[config.mk]
export PLATFORM = sky130hd
export DESIGN_NAME = alu_serial_seq
export DESIGN_NICKNAME = d
export VERILOG_FILES = /design/src/rtl/alu_pkg.sv /design/src/rtl/alu_serial_slice.sv /design/src/rtl/alu_serial_seq.sv
export SDC_FILE = /design/constraint.sdc
export NUM_CORES = 1
export LEC_CHECK = 0
export ABC_CLOCK_PERIOD_IN_PS = 5000
export CORE_MARGIN = 4
export CORE_UTILIZATION = 40
export DETAILED_ROUTE_END_ITERATION = 10
export DONT_BUFFER_PORTS = 1
export GPL_TIMING_DRIVEN = 0
export PLACE_DENSITY = 0.57
export SYNTH_ARGS = -nofsm -noshare
export SYNTH_HDL_FRONTEND = slang
export SYNTH_HIERARCHICAL = 1
export SYNTH_SLANG_ARGS = --single-unit
[constraint.sdc]
create_clock -name clk -period 5 [get_ports clk]
set_input_delay 0.5 -clock clk [delete_from_list [all_inputs] [get_ports clk]]
set_output_delay 0.5 -clock clk [all_outputs]
set_load 0.05 [all_outputs]
[src/rtl/alu_pkg.sv]
// Shared definitions for the bit-serial ALU: opcode encodings, FSM states
// and small opcode-classification helpers used by the sequencer and slice.
package alu_pkg;

  localparam logic [2:0] ALU_ADD  = 3'b000;
  localparam logic [2:0] ALU_SUB  = 3'b001;
  localparam logic [2:0] ALU_AND  = 3'b010;
  localparam logic [2:0] ALU_XOR  = 3'b011;
  localparam logic [2:0] ALU_SLTU = 3'b101;

  typedef enum logic [1:0] {
    IDLE = 2'b00,
    RUN  = 2'b01,
    DONE = 2'b10
  } state_t;

  // Opcodes that compute a + ~b + 1 and so start with the carry set.
  function automatic logic alu_is_sub(input logic [2:0] op);
    return (op == ALU_SUB) || (op == ALU_SLTU);
  endfunction

  // Opcodes whose final carry is reported on the carry flag.
  function automatic logic alu_reports_carry(input logic [2:0] op);
    return (op == ALU_ADD) || (op == ALU_SUB);
  endfunction

endpackage

[src/rtl/alu_serial_slice.sv]
// Combinational 1-bit ALU slice. B is inverted internally for SUB/SLTU so
// the sequencer only has to seed the carry with 1 to get a - b.
module alu_serial_slice
  import alu_pkg::*;
(
  input  logic       a_bit,
  input  logic       b_bit,
  input  logic       cin,
  input  logic [2:0] alu_control,
  output logic       res_bit,
  output logic       cout
);

  logic b_eff;
  logic sum_bit;
  logic maj_bit;

  assign b_eff   = alu_is_sub(alu_control) ? ~b_bit : b_bit;
  assign sum_bit = a_bit ^ b_eff ^ cin;
  assign maj_bit = (a_bit & b_eff) | (a_bit & cin) | (b_eff & cin);

  // Select the slice function; logic ops never produce a carry.
  always_comb begin
    res_bit = 1'b0;
    cout    = 1'b0;
    case (alu_control)
      ALU_ADD, ALU_SUB, ALU_SLTU: begin
        res_bit = sum_bit;
        cout    = maj_bit;
      end
      ALU_AND: res_bit = a_bit & b_bit;
      ALU_XOR: res_bit = a_bit ^ b_bit;
      default: begin
        res_bit = 1'b0;
        cout    = 1'b0;
      end
    endcase
  end

endmodule

[src/rtl/alu_serial_seq.sv]
// Bit-serial ALU sequencer: accepts an operand pair and opcode, runs one
// slice evaluation per clock LSB first, then presents result/zero/carry
// until the consumer takes it. One operation in flight at a time.
module alu_serial_seq
  import alu_pkg::*;
#(
  parameter int WIDTH = 8
) (
  input  logic             clk,
  input  logic             rst,
  input  logic             in_valid,
  output logic             in_ready,
  input  logic [WIDTH-1:0] a,
  input  logic [WIDTH-1:0] b,
  input  logic [2:0]       alu_control,
  output logic             out_valid,
  input  logic             out_ready,
  output logic [WIDTH-1:0] result,
  output logic             zero,
  output logic             carry
);

  localparam int             CW       = $clog2(WIDTH);
  localparam logic [CW-1:0]  LAST_IDX = CW'(WIDTH - 1);

  state_t             state_q, state_d;
  logic [WIDTH-1:0]   a_q, a_d;
  logic [WIDTH-1:0]   b_q, b_d;
  logic [2:0]         op_q, op_d;
  logic [CW-1:0]      idx_q, idx_d;
  logic               cy_q, cy_d;
  // Holds the WIDTH-1 most recent slice outputs; the last bit is merged
  // combinationally on the final RUN cycle.
  logic [WIDTH-2:0]   sh_q, sh_d;
  logic [WIDTH-1:0]   result_q, result_d;
  logic               zero_q, zero_d;
  logic               carry_q, carry_d;

  logic               slice_res;
  logic               slice_cout;
  logic               shift_bit;
  logic [WIDTH-1:0]   sh_next;
  logic [WIDTH-1:0]   res_final;

  alu_serial_slice u_slice (
    .a_bit       (a_q[0]),
    .b_bit       (b_q[0]),
    .cin         (cy_q),
    .alu_control (op_q),
    .res_bit     (slice_res),
    .cout        (slice_cout)
  );

  // SLTU only needs the borrow chain; its result bits are discarded.
  function automatic logic [WIDTH-1:0] final_result(input logic [2:0]       op,
                                                    input logic [WIDTH-1:0] shifted,
                                                    input logic             last_cout);
    logic [WIDTH-1:0] r;
    if (op == ALU_SLTU) begin
      r    = '0;
      r[0] = ~last_cout;
    end else begin
      r = shifted;
    end
    return r;
  endfunction

  assign shift_bit = (op_q == ALU_SLTU) ? 1'b0 : slice_res;
  assign sh_next   = {shift_bit, sh_q};
  assign res_final = final_result(op_q, sh_next, slice_cout);

  // FSM next-state and handshake outputs.
  always_comb begin
    state_d   = state_q;
    in_ready  = 1'b0;
    out_valid = 1'b0;
    case (state_q)
      IDLE: begin
        in_ready = 1'b1;
        if (in_valid) state_d = RUN;
      end
      RUN: begin
        if (idx_q == LAST_IDX) state_d = DONE;
      end
      DONE: begin
        out_valid = 1'b1;
        if (out_ready) state_d = IDLE;
      end
      default: state_d = IDLE;
    endcase
  end

  // Datapath next-state: latch on accept, shift and carry during RUN,
  // capture the flags on the last bit.
  always_comb begin
    a_d      = a_q;
    b_d      = b_q;
    op_d     = op_q;
    idx_d    = idx_q;
    cy_d     = cy_q;
    sh_d     = sh_q;
    result_d = result_q;
    zero_d   = zero_q;
    carry_d  = carry_q;
    case (state_q)
      IDLE: begin
        if (in_valid) begin
          a_d   = a;
          b_d   = b;
          op_d  = alu_control;
          idx_d = '0;
          cy_d  = alu_is_sub(alu_control);
          sh_d  = '0;
        end
      end
      RUN: begin
        a_d   = a_q >> 1;
        b_d   = b_q >> 1;
        cy_d  = slice_cout;
        sh_d  = sh_next[WIDTH-1:1];
        idx_d = idx_q + CW'(1);
        if (idx_q == LAST_IDX) begin
          result_d = res_final;
          zero_d   = (res_final == '0);
          carry_d  = alu_reports_carry(op_q) ? slice_cout : 1'b0;
        end
      end
      default: ;
    endcase
  end

  // FSM state register.
  always_ff @(posedge clk or posedge rst) begin
    if (rst) state_q <= IDLE;
    else     state_q <= state_d;
  end

  // Operand, counter, carry and output registers.
  always_ff @(posedge clk or posedge rst) begin
    if (rst) begin
      a_q      <= '0;
      b_q      <= '0;
      op_q     <= '0;
      idx_q    <= '0;
      cy_q     <= 1'b0;
      sh_q     <= '0;
      result_q <= '0;
      zero_q   <= 1'b0;
      carry_q  <= 1'b0;
    end else begin
      a_q      <= a_d;
      b_q      <= b_d;
      op_q     <= op_d;
      idx_q    <= idx_d;
      cy_q     <= cy_d;
      sh_q     <= sh_d;
      result_q <= result_d;
      zero_q   <= zero_d;
      carry_q  <= carry_d;
    end
  end

  assign result = result_q;
  assign zero   = zero_q;
  assign carry  = carry_q;

endmodule

==> impl_results.md, run 1 <==
* Status: finished, final reports clean
* Top post-synthesis cells by area: dfrtp_1 (55%), nand2_1 (12%), a31oi_1 (4.6%)
* Sequential power share at 48.4%
* TritonCTS clock tree: built
* CTS Sinks at 42
* Final WL at 4.00 mm
* Max stage delay on crit path at 490 ps
* Synth Area in Simple Gates at 25.1%
* Final slew viol count at 0
* Sw Ratio at 43.8%
* Worst path bufs/invs at 0
* Clk pin slew, worst setup/hold paths at ~80 ps
* Antenna diode count at 0
* Reg2Reg Depth at 8
* Synth Area in Adders at 3.02%
* Minimum clock period at 2150 ps
* Max IR drop VDD at 256 µV
* Switching power at 659 µW
* Die width at 77.0 µm
* Share of the synthesized area in the top cell type at 55.1%
* DR vias/cell at around 5.6
* Top Family by Delay on Critical Path: simple AND/OR/NAND/NOR gates
* Worst path cell trace: nand2b_1 > xnor2_1 > fa_1 > nor2_1 > nor4_1 > nor4_1 > nand2_1 > a22oi_1
* Max Fclk at 0.465 GHz
* Hold slack at 259 ps
* Final GP Congestion at 0.783
* Overflow after GRT at 0
* Antenna Nets Post-Route at 0
* Hold Path Class: in -> async
* Root buffer cell: clkbuf_8
* Worst-margin pin slew at 872 ps
* Worst path depth at 8
* Final Setup Violations at 0
* DR vias at 1477
* Number of port buffers at 0
* Yosys reg bits at 42
* First-pass GRT wire length at 7.18 mm
* Post-synth top area cell: dfrtp_1
* Wirelength per Cell at 15.0 µm
* DRT iter0 DRCs at ~50
* Crit. End Element: flop
* Final-layout fill cell count at 437
* Max Clock Skew at between 5 and 6 ps
* Mapped Avg Cell Area at 9.26 µm²
* Xor/xnor cell area share of the yosys netlist at 0.459%
* Total CTS buffers at 5
* Syn_nets at 233
* Row cnt at 24
* Initial Utilization at between 40% and 50%
* Setup crit start kind: flop
* CTS max path bufs at 2
* Most used cell, CP: nor4_1
* Mapped cell area at 1910 µm²
* RSZ-0062 raised after global routing: false
* Internal power at 844 µW
* Fin. Hold Viols at 0
* Vias in the first global route at 1555
* Top Ports at 35
* Cells after Synth at 206
* Core Area at 4470 µm²
* Power Dens Cells at 722 nW/µm²
* Leakage at 1.00 nW
* Setup Buffers After CTS at 0
* # DRC at 0
* Clk pwr share at 16.5%
* Crit path DAT at approximately 2300 ps
* R2r startpoint: op_q[1]
* Die area at 5940 µm²
* Yosys warnings at 6
* Worst rel slew slack at 41.7%
* Gr usage total at 14.9%
* Clock latency on the worst-skew pair at 290 ps
* Share of layout cells above drive strength 1 at about a tenth
* Antenna violations before repair at 0
* Final HPWL DP at about 2.9 mm
* Largest net degree at the start of global routing at 43
* WS Path Type: reg -> reg
* Slowest-stage cell, CP: fa_1
* Tcrit/Tclk final at 43.0%
* Worst path required time at 5150 ps
* Post-synthesis sequential area ratio at 55.1%
* Area delta synth->final at 9.19%
* Synth unique cells at 31
* Post-CTS resize count at 0
* Largest family of logic cells by synthesized area: simple AND/OR/NAND/NOR gates
* DRT Pass-1 Iters at 6
* Critical path launch point: op_q[1]
* Max FO, Critical Path at 9
* Setup TNS at 0 ps
* Mux cell area share after synthesis at 0%
* Chip Height at roughly 77 µm
* Combinational power share at between 30% and 40%
* H-tree depth reported by CTS at 2
* Synth Area in Compound Gates at between 10 and 15%
* Cts-stage hold buffer count at 0
* Max-cap violations at 0
* Final Net Count at 240
-- cells in the mapped netlist --
| library cell | n |
|---|---|
| or2b_1 | 1 |
| nand3b_1 | 3 |
| nor4bb_1 | 1 |
| xnor2_1 | 1 |
| nor3_1 | 1 |
| a22o_1 | 6 |
| buf_2 | 8 |
| a21oi_1 | 1 |
| buf_6 | 2 |
| nor3b_1 | 3 |
| a22oi_1 | 1 |
| o41ai_1 | 1 |
| nor2b_1 | 2 |
| a31oi_1 | 14 |
| dfrtp_1 | 42 |
| fa_1 | 1 |
| or3b_1 | 1 |
| inv_1 | 5 |
| ha_1 | 3 |
| nand3_1 | 13 |
| a211o_1 | 1 |
| o21ai_0 | 5 |
| o211ai_1 | 1 |
| buf_4 | 1 |
| nor2_1 | 17 |
| buf_1 | 1 |
| nand2_1 | 63 |
| clkbuf_1 | 2 |
| a21boi_0 | 1 |
| nand2b_1 | 2 |
| nor4_1 | 2 |
-- cell type report --
type	instances	area (µm²)	share of cell area, %
flip-flops and latches	42	1050	50.5
multi-input cells	145	756	36.3
inverters	5	18.8	0.901
plain buffers	14	81.3	3.91
clock buffers	8	110	5.29
well taps	52	65.1	3.12
-- flip-flops by register name (all words and copies together) (netlist names) --
signal   count
a_q          8
b_q          8
carry        1
cy_q         1
idx_q        3
op_q         3
result       8
sh_q         7
state_q      2
zero         1
-- layer usage --
| layer | up-vias | global-route usage, % | routed length [µm] |
|---|---|---|---|
| met1 | 723 | 19.7 | 1840 |
| met5 | - | 0 | 0 |
| li1 | 707 | - | - |
| met2 | 43 | 23.7 | 1910 |
| met4 | 0 | 4.27 | 23 |
| met3 | 4 | 4.68 | 235 |
-- through the flow --
step	std cells	area, µm²	total power, mW	setup slack (ps)	utilization, %
after floorplan	206	1910	1.13	3100	-
after global placement	258	1970	1.24	2850	44.1
after detailed placement	258	1970	1.27	2870	44.1
after CTS	266	2080	1.52	2840	46.5
after global routing	266	2080	1.64	2670	46.5
final	266	2080	1.50	2850	46.5
-- cell usage in the layout, fill, tap and decap left out, drive strengths merged, types with 2 or more instances in the layout --
| cell | count |
|---|---|
| ha | 3 |
| nand2 | 63 |
| inv | 5 |
| nand3b | 3 |
| o21ai | 5 |
| nand2b | 2 |
| nand3 | 13 |
| a22o | 6 |
| nor2b | 2 |
| nor2 | 17 |
| a31oi | 14 |
| dfrtp | 42 |
| nor4 | 2 |
| nor3b | 3 |
| clkbuf | 10 |
| buf | 12 |
-- worst paths after layout --
check | end | slack [ps]
setup / recovery | zero | 2850
hold / removal | b_q[4] | 260
setup reg to reg | zero | 2850
hold reg to reg | sh_q[0] | 500
max in group asynchronous | carry | 4200
min in group clk | state_q[1] | 310
-- cells by family (layout without fill, tap and decap cells) --
group	Yosys count	count (layout)
adder cells (fa/ha/maj)	4	4
buffers and inverters	19	27
flip-flops	42	42
XOR/XNOR	1	1
AO/OA/AOI/OAI	31	31
AND/OR/NAND/NOR	109	109
-- power groups by stage --
| stage | Clock [mW] | Sequential (mW) | Combinational, mW |
|---|---|---|---|
| 2_1_floorplan | 0 | 0.700 | 0.430 |
| 3_3_place_gp | 0 | 0.727 | 0.514 |
| 3_5_place_dp | 0 | 0.735 | 0.535 |
| 4_1_cts | 0.257 | 0.729 | 0.537 |
| 5_1_grt | 0.269 | 0.752 | 0.621 |
| 6_report | 0.248 | 0.727 | 0.527 |
(Power assumes the default switching activity.)
==> run 2: changes to the inputs <==
--- a/config.mk
+++ b/config.mk
@@ -5,13 +5,13 @@
 export SDC_FILE = /design/constraint.sdc
 export NUM_CORES = 1
 export LEC_CHECK = 0
-export ABC_CLOCK_PERIOD_IN_PS = 5000
+export ABC_CLOCK_PERIOD_IN_PS = 1800
 export CORE_MARGIN = 4
 export CORE_UTILIZATION = 40
 export DETAILED_ROUTE_END_ITERATION = 10
 export DONT_BUFFER_PORTS = 1
 export GPL_TIMING_DRIVEN = 0
-export PLACE_DENSITY = 0.57
+export PLACE_DENSITY = 0.59
 export SYNTH_ARGS = -nofsm -noshare
 export SYNTH_HDL_FRONTEND = slang
 export SYNTH_HIERARCHICAL = 1
==> constraint.sdc (replaced) <==
create_clock -name clk -period 1.8 [get_ports clk]
set_input_delay 0.18 -clock clk [delete_from_list [all_inputs] [get_ports clk]]
set_output_delay 0.18 -clock clk [all_outputs]
set_load 0.05 [all_outputs]
==> impl_results.md, run 2 (synthesis gave the netlist of run 1 again) <==
* Status: finished with violations
* Failing checks: setup timing
* TritonCTS clock tree: built
* Setup crit start kind: flop
* Row cnt at 24 (unchanged)
* Slowest-stage cell, CP: fa_2
* CTS Sinks at 42 (unchanged)
* Worst rel slew slack at 40.9% (-0.76 points)
* Post-route cell area at 2220 µm² (+6.6%)
* Max stage delay on crit path at 480 ps (about the same)
* Fin. Hold Viols at 0 (unchanged)
* Final GP Congestion at 0.705 (-10%)
* Minimum clock period at 1930 ps (-217 ps)
* Die width at 77.0 µm (unchanged)
* Gr usage total at 15.0% (+0.069 points)
* Clk pin slew, worst setup/hold paths at 80 ps (about the same)
* CTS max path bufs at 2 (unchanged)
* Worst path required time at 2020 ps (-3130 ps)
* Internal power at 2.53 mW (+200%)
* Die area at 5940 µm² (unchanged)
* Post-DP Area at 1990 µm² (+1.1%)
* Sw Ratio at 44.3% (+0.42 points)
* Largest net degree at the start of global routing at 43 (unchanged)
* Clk pwr share at 16.4% (about the same)
* Sequential power share at 44.7% (-3.7 points)
* DR vias/cell at 5.39 (-3.0%)
* Finished Layout Cells at 273 (+2.6%)
* Tcrit/Tclk final at 107% (+64 points)
* Total CTS buffers at 5 (unchanged)
* Worst path cell trace: nand2b_4 > xnor2_4 > fa_2 > nor2_4 > nor4_4 > nor4_2 > nand2_1 > a22oi_1
* Crit. End Element: flop
* RR Endpoint: zero
* Max IR drop VDD at 784 µV (+210%)
* Clock latency on the worst-skew pair at 300 ps (about the same)
* Final Net Count at 247 (+2.9%)
* FF-to-FF setup slack at -130 ps (-2980 ps)
* Final Setup Violations at 4 (+4)
* R2r startpoint: op_q[1]
* Overflow after GRT at 0 (unchanged)
* Max-cap violations at 0 (unchanged)
* RSZ-0062 raised after global routing: true
* Antenna diode count at 0 (unchanged)
* Hold Path Class: in -> reg
* Cells after DPL at 258 (unchanged)
* Antenna violations before repair at 0 (unchanged)
* Final slew viol count at 0 (unchanged)
* Reg2Reg Depth at 8 (unchanged)
* Most common cell after layout, fill and taps aside: nand2_1
* Max Fclk at 0.517 GHz (+11%)
* Top Ports at 35 (unchanged)
* Initial Utilization at 42.6% (unchanged)
* HP Start: b[7]
* Power Dens Cells at 2040 nW/µm² (+180%)
* Area delta synth->final at 16.3%
* H-tree depth reported by CTS at 2 (unchanged)
* Max Clock Skew at 5.09 ps (-0.667 ps)
* Crit path DAT at 2150 ps (-150 ps)
* Worst Slack Setup Final at -134 ps (-2980 ps)
* DRT iter0 DRCs at 60 (+22%)
* Leakage at 1.05 nW (+5.0%)
* Hold depth at 2
* Combinational power share at 38.8% (+3.7 points)
* DR vias at 1471 (-0.41%)
* Root buffer cell: clkbuf_8
* Switching power at 2.01 mW (+200%)
* Hold EP: b_q[7]
* DRT Pass-1 Iters at 4 (-2)
* Final HPWL DP at 2.76 mm (-4.3%)
* Share of layout cells above drive strength 1 at 14.5% (+5.1 points)
* Final WL at 4.14 mm (+3.4%)
* First-pass GRT wire length at 7.01 mm (-2.3%)
* Number of port buffers at 0 (unchanged)
* Chip Height at 77.0 µm (unchanged)
* Core Area at 4470 µm² (unchanged)
* WS Path Type: reg -> reg
* Final-layout fill cell count at 425 (-2.7%)
* # DRC at 0 (unchanged)
* Vias in the first global route at 1462 (-6.0%)
* Antenna Nets Post-Route at 0 (unchanged)
* Worst-margin pin slew at 883 ps (+11.3 ps)
* Wirelength per Cell at 15.2 µm (+0.72%)
* Most frequent cells in the layout: nand2_1 (63), dfrtp_1 (40), nor2_1 (16)
* Max FO, Critical Path at 2 (-7)
## run 2: cell types whose count changed in the layout (fill, tap and decap cells not counted), sizes merged
cell and change:
bufinv +1, clkinv +2, clkbuf -3, buf +1, dlygate4sd3 +6
## run 2: cell type report
class | count | area, µm² | area share, %
Clock buffer | 5 | 68.8 | 3.10
Tap cell | 52 | 65.1 | 2.93
Timing Repair Buffer | 7 | 67.6 | 3.05
Inverter | 5 | 18.8 | 0.846
Buffer | 14 | 82.6 | 3.72
Clock inverter | 3 | 40.0 | 1.80
Multi-Input combinational cell | 145 | 822 | 37.1
Sequential cell | 42 | 1050 | 47.5
## run 2: power groups by stage
stage | Sequential (mW) | Clock, mW | Combinational (mW)
after floorplan | 1.95 | 0 | 1.24
after global placement | 2.05 | 0 | 1.50
after detailed placement | 2.05 | 0 | 1.53
after CTS | 2.02 | 0.755 | 1.60
after global routing | 2.09 | 0.796 | 1.97
final | 2.03 | 0.746 | 1.76
## run 2: worst max-delay path: cells and delay by family, from the launching register on
kind                     cells  cell delay, ps
AND/OR/NAND/NOR              5             650
adder cells (fa/ha/maj)      1             480
flip-flops                   1             410
AO/OA/AOI/OAI                1             160
XOR/XNOR                     1             150
## run 2: metrics by stage
stage / setup slack (ps) / hold WS, ps / setup TNS (ps) / power [mW] / utilization, %
final: -134 / 8.37 / -330 / 4.53 / 49.6
after global routing: -240 / 21.1 / -676 / 4.86 / 49.6
after CTS: -87.1 / 4.11 / -204 / 4.37 / 48.6
after detailed placement: -198 / 295 / -706 / 3.58 / 44.5
after global placement: -213 / 289 / -718 / 3.55 / 44.5
after floorplan: -8.25 / 285 / -8.25 / 3.20 / -
## run 2: worst max-delay path by stage
stage / startpoint / end / slack (ps) / cells after the start
3_5_place_dp: op_q[1] / zero / -200 / 8
2_1_floorplan: op_q[1] / zero / -8 / 8
6_report: op_q[1] / zero / -130 / 8
4_1_cts: op_q[1] / result[0] / -90 / 7
5_1_grt: op_q[1] / zero / -240 / 8
3_3_place_gp: op_q[1] / zero / -210 / 8
## run 2: metal layers
| layer | GRT usage [%] | vias to the layer above | wire length, µm |
|---|---|---|---|
| met5 | 0 | - | 0 |
| met1 | 20.7 | 715 | 2030 |
| met3 | 5.27 | 7 | 224 |
| li1 | - | 718 | - |
| met2 | 22.4 | 31 | 1830 |
| met4 | 4.27 | 0 | 51 |
## run 2: what timing repair did
action                                 in CTS  in global routing
hold buffers                                6                  0
setup buffers                               1                  0
gates resized for setup                     4                 10
endpoints found under the hold margin      47                  0
setup endpoints to repair                   5                 11
pin swaps                                   3                  8
==> run 3: changes to the inputs <==
--- a/config.mk
+++ b/config.mk
@@ -5,13 +5,12 @@
 export SDC_FILE = /design/constraint.sdc
 export NUM_CORES = 1
 export LEC_CHECK = 0
-export ABC_CLOCK_PERIOD_IN_PS = 1800
+export ABC_CLOCK_PERIOD_IN_PS = 1720
 export CORE_MARGIN = 4
-export CORE_UTILIZATION = 40
+export CORE_UTILIZATION = 45
 export DETAILED_ROUTE_END_ITERATION = 10
 export DONT_BUFFER_PORTS = 1
-export GPL_TIMING_DRIVEN = 0
-export PLACE_DENSITY = 0.59
+export PLACE_DENSITY = 0.65
 export SYNTH_ARGS = -nofsm -noshare
 export SYNTH_HDL_FRONTEND = slang
 export SYNTH_HIERARCHICAL = 1
==> constraint.sdc (replaced) <==
create_clock -name clk -period 1.72 [get_ports clk]
set_input_delay 0.172 -clock clk [delete_from_list [all_inputs] [get_ports clk]]
set_output_delay 0.172 -clock clk [all_outputs]
set_load 0.05 [all_outputs]
==> impl_results.md, run 3 (synthesis gave the netlist of run 1 again) <==
* Status: finished with violations
* Failing checks: setup timing
* R2r startpoint: op_q[1]
* Gr usage total at 15.7% (+0.65 points)
* DR vias/cell at 5.32 (-1.2%)
* Final Net Count at 244 (-1.2%)
* Power Dens Cells at 2120 nW/µm² (+3.7%)
* Setup slack at placement at -177 ps (+21.0 ps)
* Multi-input logic area at 786 µm² (-4.4%)
* Most frequent cells in the layout: nand2_1 (63), dfrtp_1 (42), nor2_1 (17)
* Max Clock Skew at 8.58 ps (+3.49 ps)
* Overflow after GRT at 0 (unchanged)
* DRT iter0 DRCs at 82 (+37%)
* # DRC at 0 (unchanged)
* Worst Slack Setup Final at -161 ps (-27.6 ps)
* DR vias at 1427 (-3.0%)
* Core Area at 4060 µm² (-9.3%)
* Post-DP Area at 2010 µm² (+0.82%)
* FF-to-FF setup slack at -160 ps (-30 ps)
* Minimum clock period at 1880 ps (-52.4 ps)
* Cells after DPL at 253 (-1.9%)
* H-tree depth reported by CTS at 2 (unchanged)
* Antenna diode count at 0 (unchanged)
* Most common cell after layout, fill and taps aside: nand2_1
* First-pass GRT wire length at 6.48 mm (-7.6%)
* Wirelength per Cell at 14.2 µm (-6.6%)
* WS Path Type: reg -> reg
* Row cnt at 23 (-4.2%)
* Leakage at 1.07 nW (+1.0%)
* Share of layout cells above drive strength 1 at 11.0% (-3.5 points)
* HP Start: b[4]
* Total CTS buffers at 5 (unchanged)
* Setup crit start kind: flop
* DRT Pass-1 Iters at 4 (unchanged)
* Root buffer cell: clkbuf_8
* Reg2Reg Depth at 7 (-1)
* Hold Path Class: in -> reg
* RR Endpoint: result[0]
* Chip Height at 73.1 µm (-5.1%)
* Top Ports at 35 (unchanged)
* Hold depth at 2 (unchanged)
* Final slew viol count at 0 (unchanged)
* Finished Layout Cells at 268 (-1.8%)
* CTS max path bufs at 2 (unchanged)
* Hold EP: b_q[4]
* Max IR drop VDD at 771 µV (-1.7%)
* CTS Sinks at 42 (unchanged)
* Worst-margin pin slew at 538 ps (-345 ps)
* Final-layout fill cell count at 363 (-15%)
* Initial Utilization at 47.0% (+4.4 points)
* Worst path required time at 1940 ps (-80 ps)
* Final WL at 3.79 mm (-8.3%)
* Number of port buffers at 0 (unchanged)
* Clock latency on the worst-skew pair at 300 ps (about the same)
* Area delta synth->final at 16.7%
* RSZ-0062 raised after global routing: true
* Die area at 5340 µm² (-10%)
* Vias in the first global route at 1454 (-0.55%)
* Post-route cell area at 2230 µm² (+0.34%)
* Storage cell area at 1050 µm² (-0.24%)
* Setup Buffers After CTS at 0 (-1)
* Fin. Hold Viols at 0 (unchanged)
* Antenna Nets Post-Route at 0 (unchanged)
* Max-cap violations at 0 (unchanged)
* Die width at 73.1 µm (-5.1%)
* Worst rel slew slack at 64.1% (+23 points)
* Final Setup Violations at 5 (+1)
* Max Fclk at 0.532 GHz (+2.8%)
* Antenna violations before repair at 0 (unchanged)
* Largest net degree at the start of global routing at 46 (+7.0%)
* Final HPWL DP at 2.59 mm (-6.2%)
* Crit. End Element: flop
* TritonCTS clock tree: built
* Clk pin slew, worst setup/hold paths at 80 ps (about the same)
* Max FO, Critical Path at 2 (unchanged)
* Final GP Congestion at 0.746 (+5.8%)
* Crit path DAT at 2100 ps (-50 ps)
* Tcrit/Tclk final at 109% (+2.0 points)
run 3: cell types whose count changed in the layout (fill, tap and decap cells not counted), sizes merged:
| cell | delta |
|---|---|
| clkbuf | -1 |
| bufinv | +1 |
| clkinv | -2 |
| dlygate4sd3 | +1 |
| buf | -2 |
run 3: final cells by class:
type | count | area share [%]
clock inverter | 2 | 2.70
inverter | 5 | 0.843
sequential | 42 | 47.2
timing repair buffer | 18 | 7.42
tap | 50 | 2.81
clock buffer | 6 | 3.71
multi-input combinational | 145 | 35.3
run 3: through the flow:
stage | hold slack [ps] | total power [mW] | setup TNS (ps) | utilization, %
after global placement | 223 | 3.69 | -97.8 | 49.5
after floorplan | 277 | 3.36 | -214 | -
after CTS | 10.9 | 4.76 | -526 | 54.9
final | 17.8 | 4.72 | -499 | 54.9
after global routing | 6.37 | 5.07 | -1100 | 54.9
after detailed placement | 234 | 3.78 | -503 | 49.5
run 3: report_power, final:
| part | internal (mW) | switching, mW | leakage [nW] | total [mW] |
|---|---|---|---|---|
| sequential | 1.43 | 0.670 | 0.520 | 2.10 |
| combinational | 0.717 | 0.937 | 0.474 | 1.65 |
| clock | 0.619 | 0.344 | 0.0714 | 0.963 |
run 3: worst max path at each step:
stage	from	end	slack, ps	cells after the start
2_1_floorplan	op_q[1]	zero	-90	8
5_1_grt	op_q[1]	zero	-280	8
3_3_place_gp	op_q[1]	result[0]	-50	7
3_5_place_dp	op_q[1]	result[0]	-180	7
4_1_cts	op_q[1]	result[0]	-160	7
6_report	op_q[1]	result[0]	-160	7
run 3: worst max-delay path, cell delays in order, from the launching register on:
cell	delay, ps
dfrtp_1	390
nand2b_4	150
xnor2_2	130
fa_1	360
nor3b_1	170
nor4bb_1	300
a211o_1	170
a21boi_2	150
run 3: metal layers:
metal  track usage [%]  up-vias  routed length (µm)
met2              26.3       30                1840
met4              6.15        0                  53
met5                 0        -                   0
li1                  -      714                   -
met3              5.23        7                 193
met1              18.3      676                1710
run 3: what timing repair did:
item                                   4_1_cts  5_1_grt
endpoints found under the hold margin       48        0
gates resized for setup                      1        0
pin swaps                                    2        0
setup endpoints to repair                    5        5
cloned                                       0        0
hold buffers                                 7        0
